$ cat src/rtl/uart_pkg.sv
// uart_pkg: definitions shared by the UART transmit-side arbitration logic.
//   - arb_state_t : arbiter FSM states (IDLE, HDR, STREAM)
//   - HDR_NIBBLE  : upper nibble of the optional per-packet header byte
//   - DBITS_DEFAULT : default UART data width
//   - hdr_byte()  : builds the header byte from a 4-bit requester id
package uart_pkg;

  localparam int         DBITS_DEFAULT = 8;
  localparam logic [3:0] HDR_NIBBLE    = 4'hA;

  typedef enum logic [1:0] {
    IDLE   = 2'd0,
    HDR    = 2'd1,
    STREAM = 2'd2
  } arb_state_t;

  function automatic logic [7:0] hdr_byte(input logic [3:0] id);
    return {HDR_NIBBLE, id};
  endfunction

endpackage

$ cat src/rtl/rr_select.sv
// rr_select: combinational round-robin priority picker.
// Returns the first set bit of i_req found when scanning upward from i_ptr,
// wrapping modulo N.
// Ports:
//   i_req   [N-1:0]  request vector
//   i_ptr   [W-1:0]  highest-priority index for this pick (must be < N)
//   o_found          at least one request is set
//   o_idx   [W-1:0]  selected index (0 when nothing is found)
module rr_select #(
  parameter int N = 4,
  parameter int W = (N > 1) ? $clog2(N) : 1
) (
  input  logic [N-1:0] i_req,
  input  logic [W-1:0] i_ptr,
  output logic         o_found,
  output logic [W-1:0] o_idx
);

  // Scan from lowest priority to highest; the last hit written wins, so
  // the requester closest to i_ptr is the one that sticks.
  always_comb begin
    o_found = 1'b0;
    o_idx   = '0;
    for (int i = N - 1; i >= 0; i--) begin
      int j;
      j = int'(i_ptr) + i;
      if (j >= N) j = j - N;
      if (i_req[W'(j)]) begin
        o_found = 1'b1;
        o_idx   = W'(j);
      end
    end
  end

endmodule

$ cat src/rtl/uart_tx_arbiter.sv
// uart_tx_arbiter: packet-level round-robin arbiter in front of the UART
// Tx FIFO write port. A grant is held for a whole packet so bytes from
// different clients never interleave; packets are cut at MAX_LEN beats.
//
// Optional feature: define UART_ARB_HEADER_EN to emit a header byte
// {4'hA, grant_id} before each packet (requires DBITS = 8).
//
// Handshake: a byte moves from requester i when req_valid[i] & req_ready[i]
// in the same cycle; the requester holds data/last stable until then.
// The FIFO side is write_uart, asserted only when tx_full is low.
//
// Ports:
//   clk_100MHz, reset (async, active low)
//   req_valid/req_data/req_last/req_ready : per-requester byte streams
//   tx_full, write_uart, write_data       : Tx FIFO write port
//   grant_id  : current or last granted requester
//   busy      : packet in progress
//   pkt_trunc : pulse on the beat that hits MAX_LEN without req_last
//   o_dbg_state, o_dbg_rr_ptr : FSM state and round-robin pointer
module uart_tx_arbiter
  import uart_pkg::*;
#(
  parameter int NREQ    = 4,
  parameter int DBITS   = DBITS_DEFAULT,
  parameter int MAX_LEN = 16,
  parameter int GW      = $clog2(NREQ)
) (
  input  logic                  clk_100MHz,
  input  logic                  reset,
  input  logic [NREQ-1:0]       req_valid,
  input  logic [NREQ*DBITS-1:0] req_data,
  input  logic [NREQ-1:0]       req_last,
  output logic [NREQ-1:0]       req_ready,
  input  logic                  tx_full,
  output logic                  write_uart,
  output logic [DBITS-1:0]      write_data,
  output logic [GW-1:0]         grant_id,
  output logic                  busy,
  output logic                  pkt_trunc,
  output logic [1:0]            o_dbg_state,
  output logic [GW-1:0]         o_dbg_rr_ptr
);

  localparam int CW = $clog2(MAX_LEN + 1);

  arb_state_t       r_state, w_state_nxt;
  logic [GW-1:0]    r_rr_ptr;
  logic [GW-1:0]    r_grant_id;
  logic [CW-1:0]    r_cnt;

  logic             w_sel_found;
  logic [GW-1:0]    w_sel_idx;
  logic             w_g_valid;
  logic             w_g_last;
  logic [DBITS-1:0] w_g_data;
  logic             w_accept;
  logic             w_at_max;
  logic             w_end;
  logic [GW-1:0]    w_next_ptr;

  rr_select #(.N(NREQ), .W(GW)) u_rr_select (
    .i_req   (req_valid),
    .i_ptr   (r_rr_ptr),
    .o_found (w_sel_found),
    .o_idx   (w_sel_idx)
  );

  // Granted requester's signals.
  always_comb begin
    w_g_valid = 1'b0;
    w_g_last  = 1'b0;
    w_g_data  = '0;
    for (int i = 0; i < NREQ; i++) begin
      if (GW'(i) == r_grant_id) begin
        w_g_valid = req_valid[i];
        w_g_last  = req_last[i];
        w_g_data  = req_data[i*DBITS +: DBITS];
      end
    end
  end

  assign w_accept   = (r_state == STREAM) & w_g_valid & ~tx_full;
  // Counter holds beats already accepted, so this beat is number r_cnt+1.
  assign w_at_max   = (r_cnt == CW'(MAX_LEN - 1));
  assign w_end      = w_accept & (w_g_last | w_at_max);
  assign w_next_ptr = (r_grant_id == GW'(NREQ - 1)) ? '0 : r_grant_id + 1'b1;

`ifdef UART_ARB_HEADER_EN
  logic [3:0] w_gid4;
  always_comb begin
    w_gid4           = '0;
    w_gid4[GW-1:0]   = r_grant_id;
  end
`endif

  always_comb begin
    w_state_nxt = r_state;
    req_ready   = '0;
    write_uart  = 1'b0;
    write_data  = '0;
    pkt_trunc   = 1'b0;
    case (r_state)
      IDLE: begin
        if (w_sel_found) begin
`ifdef UART_ARB_HEADER_EN
          w_state_nxt = HDR;
`else
          w_state_nxt = STREAM;
`endif
        end
      end
`ifdef UART_ARB_HEADER_EN
      HDR: begin
        write_uart = ~tx_full;
        write_data = DBITS'(hdr_byte(w_gid4));
        if (!tx_full) w_state_nxt = STREAM;
      end
`endif
      STREAM: begin
        for (int i = 0; i < NREQ; i++) begin
          if (GW'(i) == r_grant_id) req_ready[i] = ~tx_full;
        end
        write_uart = w_accept;
        write_data = w_g_data;
        pkt_trunc  = w_accept & ~w_g_last & w_at_max;
        if (w_end) w_state_nxt = IDLE;
      end
      default: w_state_nxt = IDLE;
    endcase
  end

  always_ff @(posedge clk_100MHz or negedge reset) begin
    if (!reset) begin
      r_state    <= IDLE;
      r_rr_ptr   <= '0;
      r_grant_id <= '0;
      r_cnt      <= '0;
    end else begin
      r_state <= w_state_nxt;
      if (r_state == IDLE && w_sel_found) begin
        r_grant_id <= w_sel_idx;
        r_cnt      <= '0;
      end
      if (w_accept) begin
        if (w_end) begin
          r_cnt    <= '0;
          r_rr_ptr <= w_next_ptr;
        end else begin
          r_cnt <= r_cnt + 1'b1;
        end
      end
    end
  end

  assign grant_id     = r_grant_id;
  assign busy         = (r_state != IDLE);
  assign o_dbg_state  = r_state;
  assign o_dbg_rr_ptr = r_rr_ptr;

endmodule

$ cat config.mk
export PLATFORM = sky130hd
export DESIGN_NAME = uart_tx_arbiter
export DESIGN_NICKNAME = d
export VERILOG_FILES = /design/src/rtl/uart_pkg.sv /design/src/rtl/rr_select.sv /design/src/rtl/uart_tx_arbiter.sv
export SDC_FILE = /design/constraint.sdc
export NUM_CORES = 1
export LEC_CHECK = 0
export BUFFER_PORTS_ARGS = -buffer_cell sky130_fd_sc_hd__buf_4
export CAP_MARGIN = 30
export CORE_AREA = 4 4 62 69
export CTS_CLUSTER_DIAMETER = 40
export CTS_CLUSTER_SIZE = 12
export DETAILED_ROUTE_END_ITERATION = 6
export DIE_AREA = 0 0 66 73
export SKIP_LAST_GASP = 1
export SLEW_MARGIN = 20
export SYNTH_ARGS = -nofsm -noshare
export SYNTH_HDL_FRONTEND = slang
export SYNTH_SLANG_ARGS = --single-unit
$ cat constraint.sdc
create_clock -name clk_100MHz -period 4.5 [get_ports clk_100MHz]
set_input_delay 0.225 -clock clk_100MHz [delete_from_list [all_inputs] [get_ports clk_100MHz]]
set_output_delay 0.225 -clock clk_100MHz [all_outputs]
set_load 0.05 [all_outputs]
**Yosys cells after proc, flatten, opt, wreduce, memory -nomap -nowiden**

Index checks and enable logic that the tools add are counted.

- Word-level logic and storage cells: 95
- Output and inout port bits: 21
- Input port bits: 43
- Flip-flop bits (word level): 11

- $add $sub $neg: 9
- Bitwise gates (word level): 8
- Muxes and demuxes: 51
- Magnitude comparators: 8
- Equal/unequal tests: 8
- Reduce and logical (&&, ||, !) cells: 7

Operator list:

| kind | number |
|---|---|
| $mux W8 | 5 |
| $mux W1 | 26 |
| $mux W2 | 11 |
| $lt A2 B4 Y1 const B | 4 |
| $mux W5 | 3 |
| $ge A3 B3 Y1 const B | 3 |
| $bmux W1 S2 | 4 |
| $sub A2 B1 Y2 const B | 4 |
| $add A2 B2 Y3 const B | 2 |
| $add A5 B1 Y5 const B | 1 |
| $and A1 B1 Y1 | 5 |
| $eq A5 B4 Y1 const B | 1 |
| $eq A2 B2 Y1 const A | 2 |
| $eq A2 B2 Y1 const B | 2 |
| $logic_not A2 Y1 | 2 |
| $mux W4 | 1 |
| $ne A2 B2 Y1 const B | 2 |
| $pmux W2 S2 | 1 |
| $reduce_and A2 Y1 | 2 |
| $reduce_bool A2 Y1 | 2 |
| $add A2 B1 Y3 const B | 1 |
| $ge A2 B3 Y1 const B | 1 |
| $add A2 B1 Y2 const B | 1 |
| $eq A1 B2 Y1 const A | 1 |
| other kinds (3) | 4 |

**Depth between registers and ports, before layout**

Gate-level depths: netlist (run 1).

- Word-level depth: 13
- Gate-level depth with buffers: 9

**Cells and area by module**

From an unflattened synthesis (run 1), not the netlist that was laid out.

- Cells, all modules: 149
- Area, all modules: 1088.5 um^2

By module, submodules not included:

| module | times used | cells an instance | area each (um^2) | seq. area each (um^2) |
|---|---|---|---|---|
| uart_tx_arbiter | 1 | 136 | 1011.0 | 250.2 |
| rr_select | 1 | 13 | 77.6 | 0.0 |

**Least setup slack after synthesis (run 1)**

Ideal clock, no wire load.

- Path kind: register to output
- Start: register r_grant_id[0] (netlist: grant_id[0])
- End: output port pkt_trunc
- Data arrival time: 2.488 ns
- Stages on the path, launching flop included: 7
- Path buffers: 0
- Setup slack: 1.787 ns
- Path through: dfrtp_1 -> inv_1 -> ha_1 -> nor3b_1 -> a2111oi_2 -> and2_2 -> and3b_1

- Longest elaborated chain between the ends: 10
- Elaborated cells on any way between the ends: 18
- Classes of those cells: eq/ne (3); mux (9); bitwise (5); reduce/logical (1)

RTL lines:

| element | line | RTL |
|---|---|---|
| start, declared | uart_tx_arbiter.sv:48 | `logic [GW-1:0] r_grant_id;` |
| start signal, assigned | uart_tx_arbiter.sv:141 | `r_grant_id <= w_sel_idx;` |
| $logic_not A2 Y1 | uart_tx_arbiter.sv:74 | `if (GW'(i) == r_grant_id) begin` |
| $mux W1 (4 in a row) | uart_tx_arbiter.sv:74 |  |
| $and A1 B1 Y1 (2 in a row) | uart_tx_arbiter.sv:82 | `assign w_accept = (r_state == STREAM) & w_g_valid & ~tx_full;` |
| $and A1 B1 Y1 (*) (2 in a row) | uart_tx_arbiter.sv:125 | `pkt_trunc = w_accept & ~w_g_last & w_at_max;` |
| $mux W1 (*) | uart_tx_arbiter.sv:102 | `case (r_state)` |
| end, declared | uart_tx_arbiter.sv:39 | `output logic pkt_trunc,` |

Every way passes the cells marked *; elsewhere a longest branch is shown, timed or not.

**Worst setup path in the final report (run 1)**

Same ends and word-level chain as after synthesis.

==> results.ini, run 1 <==
[global_route]
wire_length_of_the_first_global_routing_pass_um=5050
groute.usage.overall_pct=13.5
via_count_of_the_first_global_routing_pass=1097
largest_net_degree_at_the_start_of_global_routing=25
grt_remaining_overflow=0
initial_antenna_violation_count=0

[synthesis]
synth.top_cells.by_area=sky130_fd_sc_hd__dfrtp_1 (24%), sky130_fd_sc_hd__a21oi_1 (9.1%), sky130_fd_sc_hd__nand2_1 (7.6%)
seq_area_frac_synth_pct=24.0
postSynthRegisterBits=10
post_synth_instance_area_um2=1040
syn_inst=140
syn-mean-instance-area_um2=7.44
yosysTopAreaCell=sky130_fd_sc_hd__dfrtp_1
synth_cell_type_count=34
number_of_nets_in_the_synthesized_netlist=189
synth_warnings=0
yosysTopAreaCellShare_pct=24.0

[drt]
drc=0
final_antenna_net_count=0
drc_marker_count_from_the_first_detailed_route_iteration=79
routed_wl_um=3250
drt_first_pass_iters=4
ratio_of_routed_vias_to_standard_cells=4.61
num_vias=1143
routed_length_per_placed_instance_um=13.1

[floorplanning]
effective_utilization_at_floorplan_pct=28.9
core_area_um2=3600
core.rowCount=23
die_area_um2=4820
fp.dieW_um=66
die_span_in_y_um=73
ioPinCount=64

[place]
port_buffers=62
dpl.hpwl_um=2600
dpl_cell_area_um2=1530
routabilityCongestion=0.768
pre_cts_ws_ps=2020

[sta]
hold_ws_ps=343
final.min_clock_period_ps=2740
final_skew_ps=0.869
setup_tns_ps=0
hold_violations=0
setup-violations-final=0
max_slew.worst_pin.slew_ps=668
fin_crit_sh_pct=61.0
worst_slew_margin_rel_pct=55.5
achievable-frequency_ghz=0.365
postLayoutSetupSlackWorst_ps=1760
timing_max_transition_violations_final=0
setup_repair_after_global_routing_missed_its_margin=false

[clocking]
clock_latency_ps=230
tritoncts=yes
ctsResizeCount=0
worst_setup_hold_path_clk_slew_ps=40
cts-root-to-sink-buffers=2
hold_buffers=1
cts_htree_levels=1
total_clock_buffers_created_by_cts=3
clock_sink_count=10
cts.repair_timing.setup_buffer_count=0
root_buffer=sky130_fd_sc_hd__clkbuf_8

[status]
status=complete, no violations

[setup_path]
worst_ep_required_time_ps=4280
worstPathMaxFanout=21
worstSetupStartpointType=flop
critical_path_class=reg2out
timing.critical_path.arrival_ps=2520
crit_path_end_kind=primary output

[job]
max_cap_violations=0

[finish]
nets=248
seq_area_um2=250
layout_common_cells=sky130_fd_sc_hd__buf_4 (62), sky130_fd_sc_hd__nand2_1 (21), sky130_fd_sc_hd__a21oi_1 (19)
fin_util_pct=44.2
multi_input_area_um2=721
areaGrowthSynthToFinish_pct=52.8
finalInstanceArea_um2=1590
mostFrequentLayoutCell=sky130_fd_sc_hd__buf_4
fillerInstances=380
drive_above_1_share_pct=35.9
antennaDiodeCount=0

[power]
maximum_vdd_ir_drop_mv=0.359
p_per_cell_area_nw_per_um2=771
leakage_uw=0.000758

[min_path]
timing.hold.worst.class=in2reg

-- sequential cells by signal, summed over array words and instances, names as in the netlist --
| register | flops |
|---|---|
| o_dbg_state | 1 |
| grant_id | 2 |
| o_dbg_rr_ptr | 2 |
| r_cnt | 5 |
-- metrics by stage --
stage          total power (uW)  cells
3_3_place_gp               1130    243
5_1_grt                    1320    248
6_report                   1230    248
2_1_floorplan               864    140
4_1_cts                    1240    248
3_5_place_dp               1130    243
-- final timing paths --
path | from | to | slack, ps | cells past startpoint
min in group asynchronous | reset | r_cnt[2] | 360 | 2
worst min-delay path | req_valid[0] | o_dbg_state[1] | 340 | 3
max in group asynchronous | reset | grant_id[0] | 4010 | 2
worst max register to register | grant_id[1] | r_cnt[2] | 2040 | 7
worst min register to register | r_cnt[1] | r_cnt[1] | 520 | 2
worst max-delay path | grant_id[0] | pkt_trunc | 1760 | 7
-- worst max-delay path: stages, from the launching register on --
cell and delay [ps]:
sky130_fd_sc_hd__dfrtp_1 420, sky130_fd_sc_hd__inv_1 100, sky130_fd_sc_hd__ha_1 430, sky130_fd_sc_hd__nor3b_1 250
sky130_fd_sc_hd__a2111oi_2 440, sky130_fd_sc_hd__and2_2 270, sky130_fd_sc_hd__and3b_1 170, sky130_fd_sc_hd__buf_4 190
-- cell usage after synthesis --
cell / count
sky130_fd_sc_hd__a2111oi_2: 1
sky130_fd_sc_hd__a211o_1: 1
sky130_fd_sc_hd__a211oi_1: 3
sky130_fd_sc_hd__a21boi_0: 1
sky130_fd_sc_hd__a21boi_1: 1
sky130_fd_sc_hd__a21o_1: 1
sky130_fd_sc_hd__a21oi_1: 19
sky130_fd_sc_hd__and2_1: 12
sky130_fd_sc_hd__and2_2: 1
sky130_fd_sc_hd__and3_1: 1
sky130_fd_sc_hd__and3b_1: 1
sky130_fd_sc_hd__buf_1: 1
sky130_fd_sc_hd__buf_2: 2
sky130_fd_sc_hd__buf_4: 2
sky130_fd_sc_hd__clkbuf_1: 4
sky130_fd_sc_hd__conb_1: 1
sky130_fd_sc_hd__dfrtp_1: 10
sky130_fd_sc_hd__ha_1: 6
sky130_fd_sc_hd__inv_1: 7
sky130_fd_sc_hd__mux2_4: 2
sky130_fd_sc_hd__mux2i_1: 3
sky130_fd_sc_hd__nand2_1: 21
sky130_fd_sc_hd__nand3_1: 2
sky130_fd_sc_hd__nand3b_1: 9
sky130_fd_sc_hd__nand4bb_1: 1
sky130_fd_sc_hd__nor2_1: 3
sky130_fd_sc_hd__nor2b_1: 1
sky130_fd_sc_hd__nor3b_1: 4
sky130_fd_sc_hd__nor4_1: 1
sky130_fd_sc_hd__o21ai_0: 10
sky130_fd_sc_hd__o21ai_1: 5
sky130_fd_sc_hd__o21ai_2: 1
sky130_fd_sc_hd__o22ai_1: 1
sky130_fd_sc_hd__xor2_1: 1
-- power breakdown --
| part | switching, uW | internal, uW | total, uW |
|---|---|---|---|
| clock | 32.3 | 76.6 | 109 |
| sequential | 46.2 | 121 | 167 |
| combinational | 616 | 333 | 949 |
-- final cells by class --
cell class	instances	area share, %
Multi-Input combinational cell	114	45.3
Timing Repair Buffer	63	29.9
Sequential cell	10	15.7
Tap cell	50	3.93
Clock buffer	4	3.46
Inverter	7	1.65
-- metal layers --
metal  track usage [%]  vias to the layer above  wire length [um]  part of all wire, %
met2              22.4                       49              1490                   46
met1              16.8                      487              1370                   42
met5                 0                        -                 0                    0
met3              3.24                        4               357                   11
met4              5.19                        0                35                  1.1
li1                  -                      603                 -                    -
-- logic make-up after synthesis --
family	count (synthesis)	share of synthesized area (%)
simple gates	57	30.7
compound gates	44	24.4
other cells	1	0.360
buf+inv	16	6.73
fa+ha+maj	6	7.21
flops	10	24.0
mux	5	5.77
xor+xnor	1	0.841
Power figures use the tool's default switching activity.
==> inputs of run 2 (changes only) <==
- clock period: 4.5 -> 2.2 ns (I/O delays scaled with it)
==> results.ini, run 2 (synthesized netlist as in run 1, its figures left out) <==
[setup_path]
critical_path_class=reg2out
timing.critical_path.arrival_ps=2040
rr_endpoint=r_cnt[3]
rr_startpoint=grant_id[0]
crit_path_end_kind=primary output
ff2ff_path_depth=8
worst-r2r-setup-slack_ps=160
worstSetupStartpointType=flop
worstPathMaxFanout=8
worst_ep_required_time_ps=2090

[finish]
nets=258
areaGrowthSynthToFinish_pct=69.0
mostFrequentLayoutCell=sky130_fd_sc_hd__buf_4
layoutNonFillerInstCount=258
largest_register_ffs=5
antennaDiodeCount=0
layout_common_cells=sky130_fd_sc_hd__buf_4 (65), sky130_fd_sc_hd__nand2_1 (21), sky130_fd_sc_hd__a21oi_1 (15)
top_register=r_cnt
drive_above_1_share_pct=46.2
fillerInstances=365

[floorplanning]
ioPinCount=64
effective_utilization_at_floorplan_pct=28.9
fp.dieW_um=66
die_span_in_y_um=73
core.rowCount=23
core_area_um2=3600
die_area_um2=4820

[clocking]
worst_setup_hold_path_clk_slew_ps=50
tritoncts=yes
total_clock_buffers_created_by_cts=3
clock_sink_count=10
clock_latency_ps=240
cts-root-to-sink-buffers=2
root_buffer=sky130_fd_sc_hd__clkbuf_8
cts_htree_levels=1

[sta]
setup_repair_after_global_routing_missed_its_margin=true
achievable-frequency_ghz=0.466
final.min_clock_period_ps=2150
setup-violations-final=0
final_skew_ps=2.28
hold_violations=0
timing_max_transition_violations_final=0
fin_crit_sh_pct=97.5
hold_ws_ps=206

[place]
port_buffers=62
routabilityCongestion=0.755
dpl.hpwl_um=2700
placed_cells=249

[drt]
ratio_of_routed_vias_to_standard_cells=4.65
drt_first_pass_iters=3
num_vias=1200
routed_length_per_placed_instance_um=13.3
drc=0
routed_wl_um=3430
final_antenna_net_count=0
drc_marker_count_from_the_first_detailed_route_iteration=125

[power]
leakage_uw=0.000820
maximum_vdd_ir_drop_mv=0.577
total_power_uw=2840
p_per_cell_area_nw_per_um2=1610

[min_path]
holdPathStages=3
timing.hold.worst.class=in2reg
hp-start=req_valid[0]
hold_end=o_dbg_state[1]

[status]
status=complete, no violations

[job]
max_cap_violations=0

[global_route]
largest_net_degree_at_the_start_of_global_routing=18
initial_antenna_violation_count=0
wire_length_of_the_first_global_routing_pass_um=5460
via_count_of_the_first_global_routing_pass=1220
grt_remaining_overflow=0
groute.usage.overall_pct=14.4

run 2: changes by cell type in the layout (fill, tap and decap cells not counted), sizes merged:
cell and change:
buf +10
run 2: area by class of cell:
cell class	count	area, um^2	area share, %
sequential	10	253	14.4
tap	50	62.6	3.56
multi-input combinational	114	782	44.5
inverter	7	26.3	1.49
timing repair buffer	73	581	33.0
clock buffer	4	55.1	3.13
run 2: power by group:
group	internal (uW)	total, uW	switching (uW)	leakage, uW
logic	903	2260	1360	0.000668
registers	251	342	91.3	0.000124
clock network	157	231	73.3	0.0000288
total	1310	2840	1520	0.000820
run 2: how the worst max path moves through the flow:
stage,slack [ps],start,cells past startpoint,end
floorplan,0.3,grant_id[0],7,o_dbg_rr_ptr[0]
global placement,190,grant_id[0],7,o_dbg_rr_ptr[0]
detailed placement,150,grant_id[1],7,r_cnt[2]
CTS,-20,grant_id[0],7,pkt_trunc
global route,-60,grant_id[0],6,pkt_trunc
finish,50,grant_id[0],6,pkt_trunc
run 2: worst max-delay path: stages, from the launching register on:
cell,delay (ps)
sky130_fd_sc_hd__dfrtp_2,390
sky130_fd_sc_hd__ha_1,360
sky130_fd_sc_hd__nor3b_1,110
sky130_fd_sc_hd__a2111oi_2,360
sky130_fd_sc_hd__and2_4,230
sky130_fd_sc_hd__and3b_2,190
sky130_fd_sc_hd__buf_6,150
run 2: timing repair:
item | 4_1_cts | 5_1_grt
cloned | 0 | 0
buffers inserted | 1 | 3
endpoints found under the setup margin | 3 | 9
hold endpoints to repair | 10 | 0
hold buffers | 1 | 0
resized for setup | 2 | 22
pin swaps | 1 | 7
run 2: layer usage:
| metal | vias to the layer above | routed length, um | global-route usage (%) |
|---|---|---|---|
| met5 | - | 0 | 0 |
| met4 | 0 | 44 | 4.06 |
| met3 | 5 | 337 | 3.39 |
| met2 | 51 | 1620 | 25.8 |
| met1 | 524 | 1420 | 17.1 |
| li1 | 620 | - | - |
run 2: metrics by stage:
step | setup WS, ps | TNS, ps | util, % | area [um^2]
after floorplan | 0.252 | 0 | - | 1050
after global placement | 193 | 0 | 43.8 | 1580
after detailed placement | 149 | 0 | 43.8 | 1580
after CTS | -20.2 | -32.5 | 46.1 | 1660
after global routing | -55.1 | -78.6 | 48.9 | 1760
final | 54.1 | 0 | 48.9 | 1760
